`src/rtl/arvi_atomic_pkg.sv`:
```
// Shared encodings for the RV32A atomic sequencer: funct5 op codes and controller states.
package arvi_atomic_pkg;

    localparam int unsigned DEF_XLEN     = 32;
    localparam int unsigned DEF_RSV_GRAN = 2;

    typedef enum logic [4:0] {
        AMO_ADD  = 5'b00000,
        AMO_SWAP = 5'b00001,
        AMO_LR   = 5'b00010,
        AMO_SC   = 5'b00011,
        AMO_XOR  = 5'b00100,
        AMO_OR   = 5'b01000,
        AMO_AND  = 5'b01100,
        AMO_MIN  = 5'b10000,
        AMO_MAX  = 5'b10100,
        AMO_MINU = 5'b11000,
        AMO_MAXU = 5'b11100
    } amo_op_t;

    typedef enum logic [1:0] {
        ST_IDLE,
        ST_RD,
        ST_WR,
        ST_RESP
    } atomic_state_t;

    function automatic logic is_amo(input logic [4:0] f5);
        case (f5)
            AMO_ADD, AMO_SWAP, AMO_XOR, AMO_OR, AMO_AND,
            AMO_MIN, AMO_MAX, AMO_MINU, AMO_MAXU: return 1'b1;
            default:                              return 1'b0;
        endcase
    endfunction

endpackage

```
`src/rtl/atomic_ctrl_amo_alu.sv`:
```
// Combinational read-modify-write datapath: new memory value from old value and rs2.
module amo_alu
    import arvi_atomic_pkg::*;
#(
    parameter int unsigned XLEN = DEF_XLEN
) (
    input  logic [4:0]      op_i,
    input  logic [XLEN-1:0] mem_i,
    input  logic [XLEN-1:0] rs2_i,
    output logic [XLEN-1:0] result_o
);

    logic lt_s;
    logic lt_u;

    assign lt_s = $signed(mem_i) < $signed(rs2_i);
    assign lt_u = mem_i < rs2_i;

    always_comb begin
        result_o = mem_i;
        case (op_i)
            AMO_SWAP: result_o = rs2_i;
            AMO_ADD:  result_o = mem_i + rs2_i;
            AMO_XOR:  result_o = mem_i ^ rs2_i;
            AMO_AND:  result_o = mem_i & rs2_i;
            AMO_OR:   result_o = mem_i | rs2_i;
            AMO_MIN:  result_o = lt_s ? mem_i : rs2_i;
            AMO_MAX:  result_o = lt_s ? rs2_i : mem_i;
            AMO_MINU: result_o = lt_u ? mem_i : rs2_i;
            AMO_MAXU: result_o = lt_u ? rs2_i : mem_i;
            default:  result_o = mem_i;
        endcase
    end

endmodule

```
`src/rtl/atomic_ctrl.sv`:
```
// MEM-stage sequencer for LR.W / SC.W / AMO*.W: owns the LR/SC reservation,
// drives read or read-modify-write bus sequences and stalls the pipeline meanwhile.
module atomic_ctrl
    import arvi_atomic_pkg::*;
#(
    parameter int unsigned XLEN     = DEF_XLEN,
    parameter int unsigned RSV_GRAN = DEF_RSV_GRAN
) (
    input  logic            i_clk,
    input  logic            i_rst_n,
    input  logic            i_start,
    input  logic [4:0]      i_funct5,
    input  logic [XLEN-1:0] i_addr,
    input  logic [XLEN-1:0] i_wdata,
    input  logic            i_kill,
    input  logic            i_st_snoop,
    input  logic [XLEN-1:0] i_st_addr,
    output logic            o_D_rd,
    output logic            o_D_wr,
    output logic [XLEN-1:0] o_D_addr,
    output logic [XLEN-1:0] o_D_wdata,
    input  logic [XLEN-1:0] i_D_rdata,
    input  logic            i_D_ack,
    output logic            o_stall,
    output logic            o_done,
    output logic [XLEN-1:0] o_result,
    output logic            o_misaligned
);

    localparam int unsigned TAG_W = XLEN - RSV_GRAN;

    atomic_state_t   state_q,     state_d;
    logic [XLEN-1:0] addr_q,      addr_d;
    logic [XLEN-1:0] wdata_q,     wdata_d;
    logic [XLEN-1:0] rdata_q,     rdata_d;
    logic [XLEN-1:0] result_q,    result_d;
    logic [4:0]      funct5_q,    funct5_d;
    logic            rsv_valid_q, rsv_valid_d;
    logic [TAG_W-1:0] rsv_tag_q,  rsv_tag_d;

    logic            aligned;
    logic            rsv_hit;
    logic            snoop_hit;
    logic            lr_set;
    logic            sc_q;
    logic [XLEN-1:0] amo_new;

    assign aligned   = (i_addr[1:0] == 2'b00);
    assign sc_q      = (funct5_q == AMO_SC);
    // Whole-vector shifts drop the in-granule byte offset before the tag compare.
    assign rsv_hit   = rsv_valid_q && ((i_addr >> RSV_GRAN) == XLEN'(rsv_tag_q));
    assign snoop_hit = i_st_snoop && ((i_st_addr >> RSV_GRAN) == XLEN'(rsv_tag_q));

    amo_alu #(
        .XLEN (XLEN)
    ) u_amo_alu (
        .op_i     (funct5_q),
        .mem_i    (rdata_q),
        .rs2_i    (wdata_q),
        .result_o (amo_new)
    );

    always_comb begin
        state_d     = state_q;
        addr_d      = addr_q;
        wdata_d     = wdata_q;
        rdata_d     = rdata_q;
        result_d    = result_q;
        funct5_d    = funct5_q;
        rsv_valid_d = rsv_valid_q;
        rsv_tag_d   = rsv_tag_q;
        lr_set      = 1'b0;

        case (state_q)
            ST_IDLE: begin
                if (i_start) begin
                    addr_d   = i_addr;
                    wdata_d  = i_wdata;
                    funct5_d = i_funct5;
                    if (aligned) begin
                        if (i_funct5 == AMO_LR || is_amo(i_funct5)) begin
                            state_d = ST_RD;
                        end else if (i_funct5 == AMO_SC) begin
                            if (rsv_hit) begin
                                state_d = ST_WR;
                            end else begin
                                result_d = XLEN'(1);
                                state_d  = ST_RESP;
                            end
                        end else begin
                            result_d = '0;
                            state_d  = ST_RESP;
                        end
                    end
                end
            end
            ST_RD: begin
                if (i_D_ack) begin
                    rdata_d = i_D_rdata;
                    if (funct5_q == AMO_LR) begin
                        result_d = i_D_rdata;
                        lr_set   = 1'b1;
                        state_d  = ST_RESP;
                    end else begin
                        state_d = ST_WR;
                    end
                end
            end
            ST_WR: begin
                if (i_D_ack) begin
                    result_d = sc_q ? '0 : rdata_q;
                    state_d  = ST_RESP;
                end
            end
            ST_RESP: begin
                state_d = ST_IDLE;
            end
            default: begin
                state_d = ST_IDLE;
            end
        endcase

        // A completing LR outranks any clear source in the same cycle.
        if (lr_set) begin
            rsv_valid_d = 1'b1;
            rsv_tag_d   = TAG_W'(addr_q >> RSV_GRAN);
        end else if (i_kill || snoop_hit || (state_q == ST_RESP && sc_q)) begin
            rsv_valid_d = 1'b0;
        end
    end

    always_ff @(posedge i_clk or negedge i_rst_n) begin
        if (!i_rst_n) begin
            state_q     <= ST_IDLE;
            addr_q      <= '0;
            wdata_q     <= '0;
            rdata_q     <= '0;
            result_q    <= '0;
            funct5_q    <= '0;
            rsv_valid_q <= 1'b0;
            rsv_tag_q   <= '0;
        end else begin
            state_q     <= state_d;
            addr_q      <= addr_d;
            wdata_q     <= wdata_d;
            rdata_q     <= rdata_d;
            result_q    <= result_d;
            funct5_q    <= funct5_d;
            rsv_valid_q <= rsv_valid_d;
            rsv_tag_q   <= rsv_tag_d;
        end
    end

    assign o_D_rd       = (state_q == ST_RD);
    assign o_D_wr       = (state_q == ST_WR);
    assign o_D_addr     = addr_q;
    assign o_D_wdata    = (state_q == ST_WR) ? (sc_q ? wdata_q : amo_new) : '0;
    assign o_done       = (state_q == ST_RESP);
    assign o_result     = result_q;
    assign o_misaligned = (state_q == ST_IDLE) && i_start && !aligned;
    assign o_stall      = ((state_q == ST_IDLE) && i_start && aligned) || o_D_rd || o_D_wr;

endmodule

```
`config.mk`:
```
export PLATFORM = sky130hd
export DESIGN_NAME = atomic_ctrl
export DESIGN_NICKNAME = d
export VERILOG_FILES = /design/src/rtl/arvi_atomic_pkg.sv /design/src/rtl/atomic_ctrl_amo_alu.sv /design/src/rtl/atomic_ctrl.sv
export SDC_FILE = /design/constraint.sdc
export NUM_CORES = 1
export LEC_CHECK = 0
export ABC_AREA = 1
export CELL_PAD_IN_SITES_DETAIL_PLACEMENT = 0
export CELL_PAD_IN_SITES_GLOBAL_PLACEMENT = 1
export CORE_MARGIN = 1
export CORE_UTILIZATION = 39
export DETAILED_ROUTE_END_ITERATION = 16
export PLACE_DENSITY = 0.9
export SYNTH_ARGS = -nofsm -noshare
export SYNTH_HDL_FRONTEND = slang
export SYNTH_SLANG_ARGS = --single-unit
```
`constraint.sdc`:
```
create_clock -name i_clk -period 3.65 [get_ports i_clk]
set_clock_uncertainty 0.15 [all_clocks]
set_input_delay 0.5475 -clock i_clk [delete_from_list [all_inputs] [get_ports i_clk]]
set_output_delay 0.5475 -clock i_clk [all_outputs]
set_load 0.01 [all_outputs]
```
* Word-level counts from Yosys, hierarchy flattened
Memory sizes are Yosys's and may differ from the RTL's.
Cells that the tools add are included.
** Cells by class
- Add/subtract/negate cells :: 1
- $mul :: 0
- Div/mod/pow operators :: 0
- Order comparisons :: 2
- Equal/unequal tests :: 24
- Shift-type cells :: 0
- Multiplexer cells :: 34
- Bitwise logic cells :: 3
- Reductions and logical operators :: 21
** Operator list (number)
- two-way mux 32 bit :: 15
- one-hot mux 32 bit (9 select lines) :: 1
- one-hot mux 32 bit (3 select lines) :: 1
- < comparator 32 bit :: 2
- equality test 30 bit :: 2
- adder 32 bit :: 1
- bitwise AND 32 bit :: 1
- bitwise OR 32 bit :: 1
- XOR 32 bit :: 1
- equality test 5 x 2 -> 1 bit, second input constant :: 4
- equality test 5 bit, second input constant :: 4
- two-way mux 2 bit :: 6
- equality test 5 x 4 -> 1 bit, second input constant :: 2
- two-way mux 1 bit :: 10
- one-hot mux 2 bit (4 select lines) :: 1
- AND reduction 8 bit :: 1
- logical AND 1 bit :: 6
- inequality test 2 x 1 -> 1 bit, second input constant :: 3
- inequality test 2 bit, second input constant :: 3
- equality test 5 x 1 -> 1 bit, second input constant :: 1
- equality test 5 x 3 -> 1 bit, second input constant :: 1
- logical NOT 5 bit :: 1
- logical OR 1 bit :: 5
- equality test 2 bit, second input constant :: 2
- other kinds (8) :: 10
** Word-level totals
- Register bits :: 166
- Bits in latches :: 0
- Bits in writable memories :: 0
- Bits in read-only memories :: 32
- Input bits :: 139
- Logic and storage cells :: 94
- Memories kept :: 1
** Memories
- (name not given) :: depth 32, bits a word 1, rd ports 1, clocked after memory_dff 0, wr ports 0, line arvi_atomic_pkg.sv:29 : case (f5)

* Depth between registers and ports, before layout
- Depth after elaboration :: 9
- Mapped depth :: 21

* By module
Synthesis repeated with hierarchy kept, for this count alone.
** Unflattened totals
- Cells, all modules :: 2492
- Area, all modules :: 15646.3 um^2
** Modules (own cells, without submodules)
- atomic_ctrl :: instances 1, cells an instance 1043, area an instance 8483.1 um^2, sequential area each 4154.0 um^2
- amo_alu :: instances 1, cells an instance 1449, area an instance 7163.1 um^2, sequential area each 0.0 um^2

* Least setup slack after synthesis
Ideal clock, no wire load.
- Path kind :: flip-flop to output port
- Start point :: register rdata_q[31]
- End point :: output port o_D_wdata[11]
- Arrival time :: 2.518 ns
- Required time :: 2.952 ns
- Slack :: 0.435 ns
- Cell stages (with the launch flop) :: 17
- Cells stage by stage :: dfrtp_1 > inv_1 > ha_1 > nor2_1 > nand3_1 > nor2_2 > and3_1 > nand2_2 > nand2_4 > buf_6 > buf_2 > nor2_1 > o21ai_0 > nor2_1 > nand3_1 > nand2_1 > a21oi_1
** Between the ends
- Cells in the longest elaborated chain, start to end :: 5
- Elaborated cells on any way between the ends :: 9
- Classes of those cells :: 2 x order compare; 7 x mux
** RTL lines
- from (decl) :: line atomic_ctrl.sv:35 : logic [XLEN-1:0] rdata_q, rdata_d;
- from (signal assigned) :: line atomic_ctrl.sv:146 : rdata_q <= rdata_d;
- < comparator 32 bit (on tied branches) :: line atomic_ctrl_amo_alu.sv:17, atomic_ctrl_amo_alu.sv:16
- two-way mux 32 bit (on tied branches)
- one-hot mux 32 bit (9 select lines) (*) :: line atomic_ctrl_amo_alu.sv:21 : case (op_i)
- two-way mux 32 bit (*) (2 in a row) :: line atomic_ctrl.sv:157 : assign o_D_wdata = (state_q == ST_WR) ? (sc_q ? wdata_q : amo_new) : '0;
- to (decl) :: line atomic_ctrl.sv:21 : output logic [XLEN-1:0] o_D_wdata,
Mark *: on every way between the ends. The rest lies on a longest branch, timed or not.

* Worst setup path in the final report
- Start point :: register rdata_q[17]
- End point :: output port o_D_wdata[26]
Same word-level chain as after synthesis.

==> flow_summary.json <==
{
  "drt_iter0_drc": 1305,
  "slew_headroom": 0.566,
  "slowest_stage": "dfrtp_1",
  "path_clk_slew_ns": 0.07,
  "cts_buffers": 17,
  "dpl_cell_area_um2": 19300,
  "cts_htree_levels": 4,
  "start_util": 0.400,
  "fin_nets": 2882,
  "pwr-share-clk": 0.076,
  "leakagePower_nw": 10.2,
  "synth_edf_count": 0,
  "cp_max_fo": 5,
  "vias": 16900,
  "p_int_w": 0.0123,
  "grt_max_degree": 92,
  "avgRoutedWirePerCell_um": 20.5,
  "layout_min_cycle_time_ns": 3.92,
  "port_buffers": 237,
  "grt_pass1_vias": 16600,
  "crit_chain": "inv_2 -> ha_4 -> buf_4 -> nor4_2 -> buf_4 -> and3_4 -> nand2_4 -> buf_4 -> buf_4 -> nand3_4 -> nand2_8 -> buf_4 -> nor2_1 -> nor2_1 -> nand4_1 -> nand2_1 -> a21oi_2 -> buf_2",
  "drt_wl_total_um": 63600,
  "synth_cell_types": 51,
  "vias_per_cell": 5.45,
  "syn_inst": 2096,
  "syn_area_um2": 13900,
  "p_sw_w": 0.0128,
  "setup_slack_ns": -0.274,
  "p_comb_frac": 0.791,
  "cp.arrival_ns": 3.23,
  "ys_ff_latch": 166,
  "cpMostUsedCell": "buf_4",
  "dp_hpwl_um": 48500,
  "violations": "negative setup slack",
  "critPathLaunchType": "flip-flop",
  "synthArstFlopShare": 1.00,
  "cp.required_ns": 2.95,
  "synth.avg_cell_area_um2": 6.65,
  "crit_path_end_kind": "output pin",
  "die-area_um2": 36500,
  "dp_slack_ns": -0.502,
  "rsz0062_at_grt": "true",
  "syn_nets": 2337,
  "ioPinCount": 240,
  "design_area_um2": 21000,
  "max_stage_delay_ns": 0.39,
  "outcome": "finished, violations left",
  "insertion_delay_ns": 0.46,
  "min_path_cells": 2,
  "p_seq_frac": 0.133,
  "antenna_found_initial": 0,
  "crit_type": "flip-flop to output pin",
  "whs_ns": 0.332,
  "rows": 68,
  "power_density_nw_per_um2": 1190,
  "num_antenna_cells": 0,
  "drcViolationCount": 0,
  "r2r_cells": 11,
  "die-width_um": 191,
  "tightest_slew_ns": 0.651,
  "fp.dieH_um": 191,
  "clock_path_buffers": 2,
  "cts_tree": "yes",
  "ant_nets": 0,
  "slew_violations": 0,
  "max_freq_ghz": 0.255,
  "ys_seq_area_frac": 0.298,
  "yosys_warnings": 0,
  "grtUsageTotal": 0.348,
  "overflow": 0,
  "ir_worst_vdd_v": 0.000618,
  "gp_congestion": 1.01,
  "drive_gt1_frac": 0.268,
  "root_buffer": "clkbuf_16",
  "drt_first_pass_iters": 6,
  "numClockSinks": 166,
  "grt_pass1_wl_um": 95300,
  "worst_hold_path_type": "flip-flop to flip-flop",
  "switching_share": 0.511,
  "cap_violations": 0,
  "syn2layout_area_growth_pct": 50.9,
  "setup_viol": 32,
  "hold_viol": 0,
  "synth-main-ff-cell": "dfrtp_1",
  "period_share": 1.07,
  "core_area_um2": 34900
}
-- area by class of cell --
class	count	area, um^2
Inverter	217	817
Fill cell	3295	13800
Tap cell	455	569
Sequential cell	166	4160
Multi-Input combinational cell	1622	9570
Clock buffer	20	447
Clock inverter	12	141
Timing Repair Buffer	617	5330
-- metrics by stage --
| stage | setup TNS, ns | std cells | power (W) | utilization |
|---|---|---|---|---|
| 6_report | -6.44 | 3109 | 0.0251 | 0.603 |
| 4_1_cts | -6.66 | 3100 | 0.0240 | 0.591 |
| 2_1_floorplan | 0 | 2096 | 0.0118 | - |
| 3_5_place_dp | -11.01 | 3047 | 0.0207 | 0.553 |
| 5_1_grt | -10.87 | 3109 | 0.0268 | 0.603 |
| 3_3_place_gp | -10.22 | 3047 | 0.0205 | 0.553 |
-- layer usage --
layer	GRT usage	up-vias	wire length [um]
met2	0.588	747	29900
li1	-	8013	-
met1	0.407	8008	24700
met5	0	-	0
met4	0.227	0	4460
met3	0.0565	178	4490
-- worst paths after layout --
path                                from            end  slack [ns]
setup / recovery             rdata_q[17]  o_D_wdata[26]       -0.27
hold / removal               o_result[9]    o_result[9]        0.33
setup reg to reg           rsv_tag_q[26]    o_result[2]        1.06
hold reg to reg              o_result[9]    o_result[9]        0.33
max in group asynchronous        i_rst_n   rsv_tag_q[5]        1.86
min in group asynchronous        i_rst_n    wdata_q[24]        0.49
-- critical path, delay by kind of cell (launching register included) --
| family | cells | cell delay [ns] |
|---|---|---|
| flops | 1 | 0.39 |
| simple gates | 9 | 0.94 |
| fa+ha+maj | 1 | 0.23 |
| compound gates | 1 | 0.21 |
| buf+inv | 7 | 1.02 |
-- cells in the final DEF (no fill, tap or decap), types with 5 or more instances in the layout --
cell               n
o21ai_0          187
o2111ai_1          5
a21oi_2           33
o21ai_1           14
buf_4            342
or2_2              8
mux2_2            34
xnor2_1           11
o211ai_1           5
a21o_1             7
nand4_1           28
nand3_1          195
a21oi_1           79
o21ai_2           16
nand3_2           15
inv_2             42
clkbuf_16         17
a221oi_1          25
ha_2               5
dfrtp_1          163
buf_2             29
nor4_1             6
clkdlybuf4s50_1  204
nand2_1          579
ha_4              23
nor3_2             5
ha_1              73
nor2_1           127
nand2_4           14
o22ai_1           14
nand2_2           31
buf_6             29
xor2_1            14
nor3_1            12
inv_1            171
nor2_2            14
buf_12            12
nand3_4            5
nand2_8            6
-- Yosys cell counts, types with 14 or more instances --
cell type / n / area (um^2)
nor3_1: 16 / 80.1
a21oi_1: 114 / 571
nand2_1: 617 / 2320
o22ai_1: 14 / 87.6
ha_1: 101 / 1260
nand4_1: 28 / 175
a221oi_1: 25 / 219
nand3_1: 213 / 1070
inv_1: 212 / 796
xor2_1: 14 / 123
dfrtp_1: 166 / 4150
clkbuf_1: 75 / 282
o21ai_1: 14 / 70.1
mux2_2: 34 / 383
o21ai_0: 203 / 1020
nor2_1: 140 / 526
-- timing repair --
| action | in CTS | in global routing |
|---|---|---|
| cloned | 0 | 0 |
| hold buffers | 1 | 0 |
| pin swaps | 48 | 53 |
| endpoints found under the hold margin | 57 | 0 |
| setup buffers | 26 | 10 |
| gates resized for setup | 316 | 98 |
| setup endpoints to repair | 32 | 32 |
-- flip-flops by register name, summed over array words and instances (netlist names) --
| name | cells |
|---|---|
| o_D_addr | 32 |
| o_result | 32 |
| rdata_q | 32 |
| wdata_q | 32 |
| rsv_tag_q | 30 |
| funct5_q | 5 |
| state_q | 2 |
| rsv_valid_q | 1 |
-- logic make-up after synthesis --
kind of cell | Yosys count | share of synthesized area
multiplexers | 34 | 0.0275
buffers and inverters | 308 | 0.0854
AND/OR/NAND/NOR | 1060 | 0.322
flip-flops | 166 | 0.298
adder cells (fa/ha/maj) | 102 | 0.0921
XOR/XNOR | 25 | 0.0157
AO/OA/AOI/OAI | 401 | 0.159
-- power groups by stage --
stage	combinational [W]	clock (W)	sequential, W
floorplan	0.00825	0	0.00355
global placement	0.0172	0	0.00329
detailed placement	0.0174	0	0.00331
CTS	0.0187	0.00192	0.00332
global route	0.0213	0.00199	0.00345
finish	0.0199	0.00190	0.00335
Power figures use the tool's default switching activity.
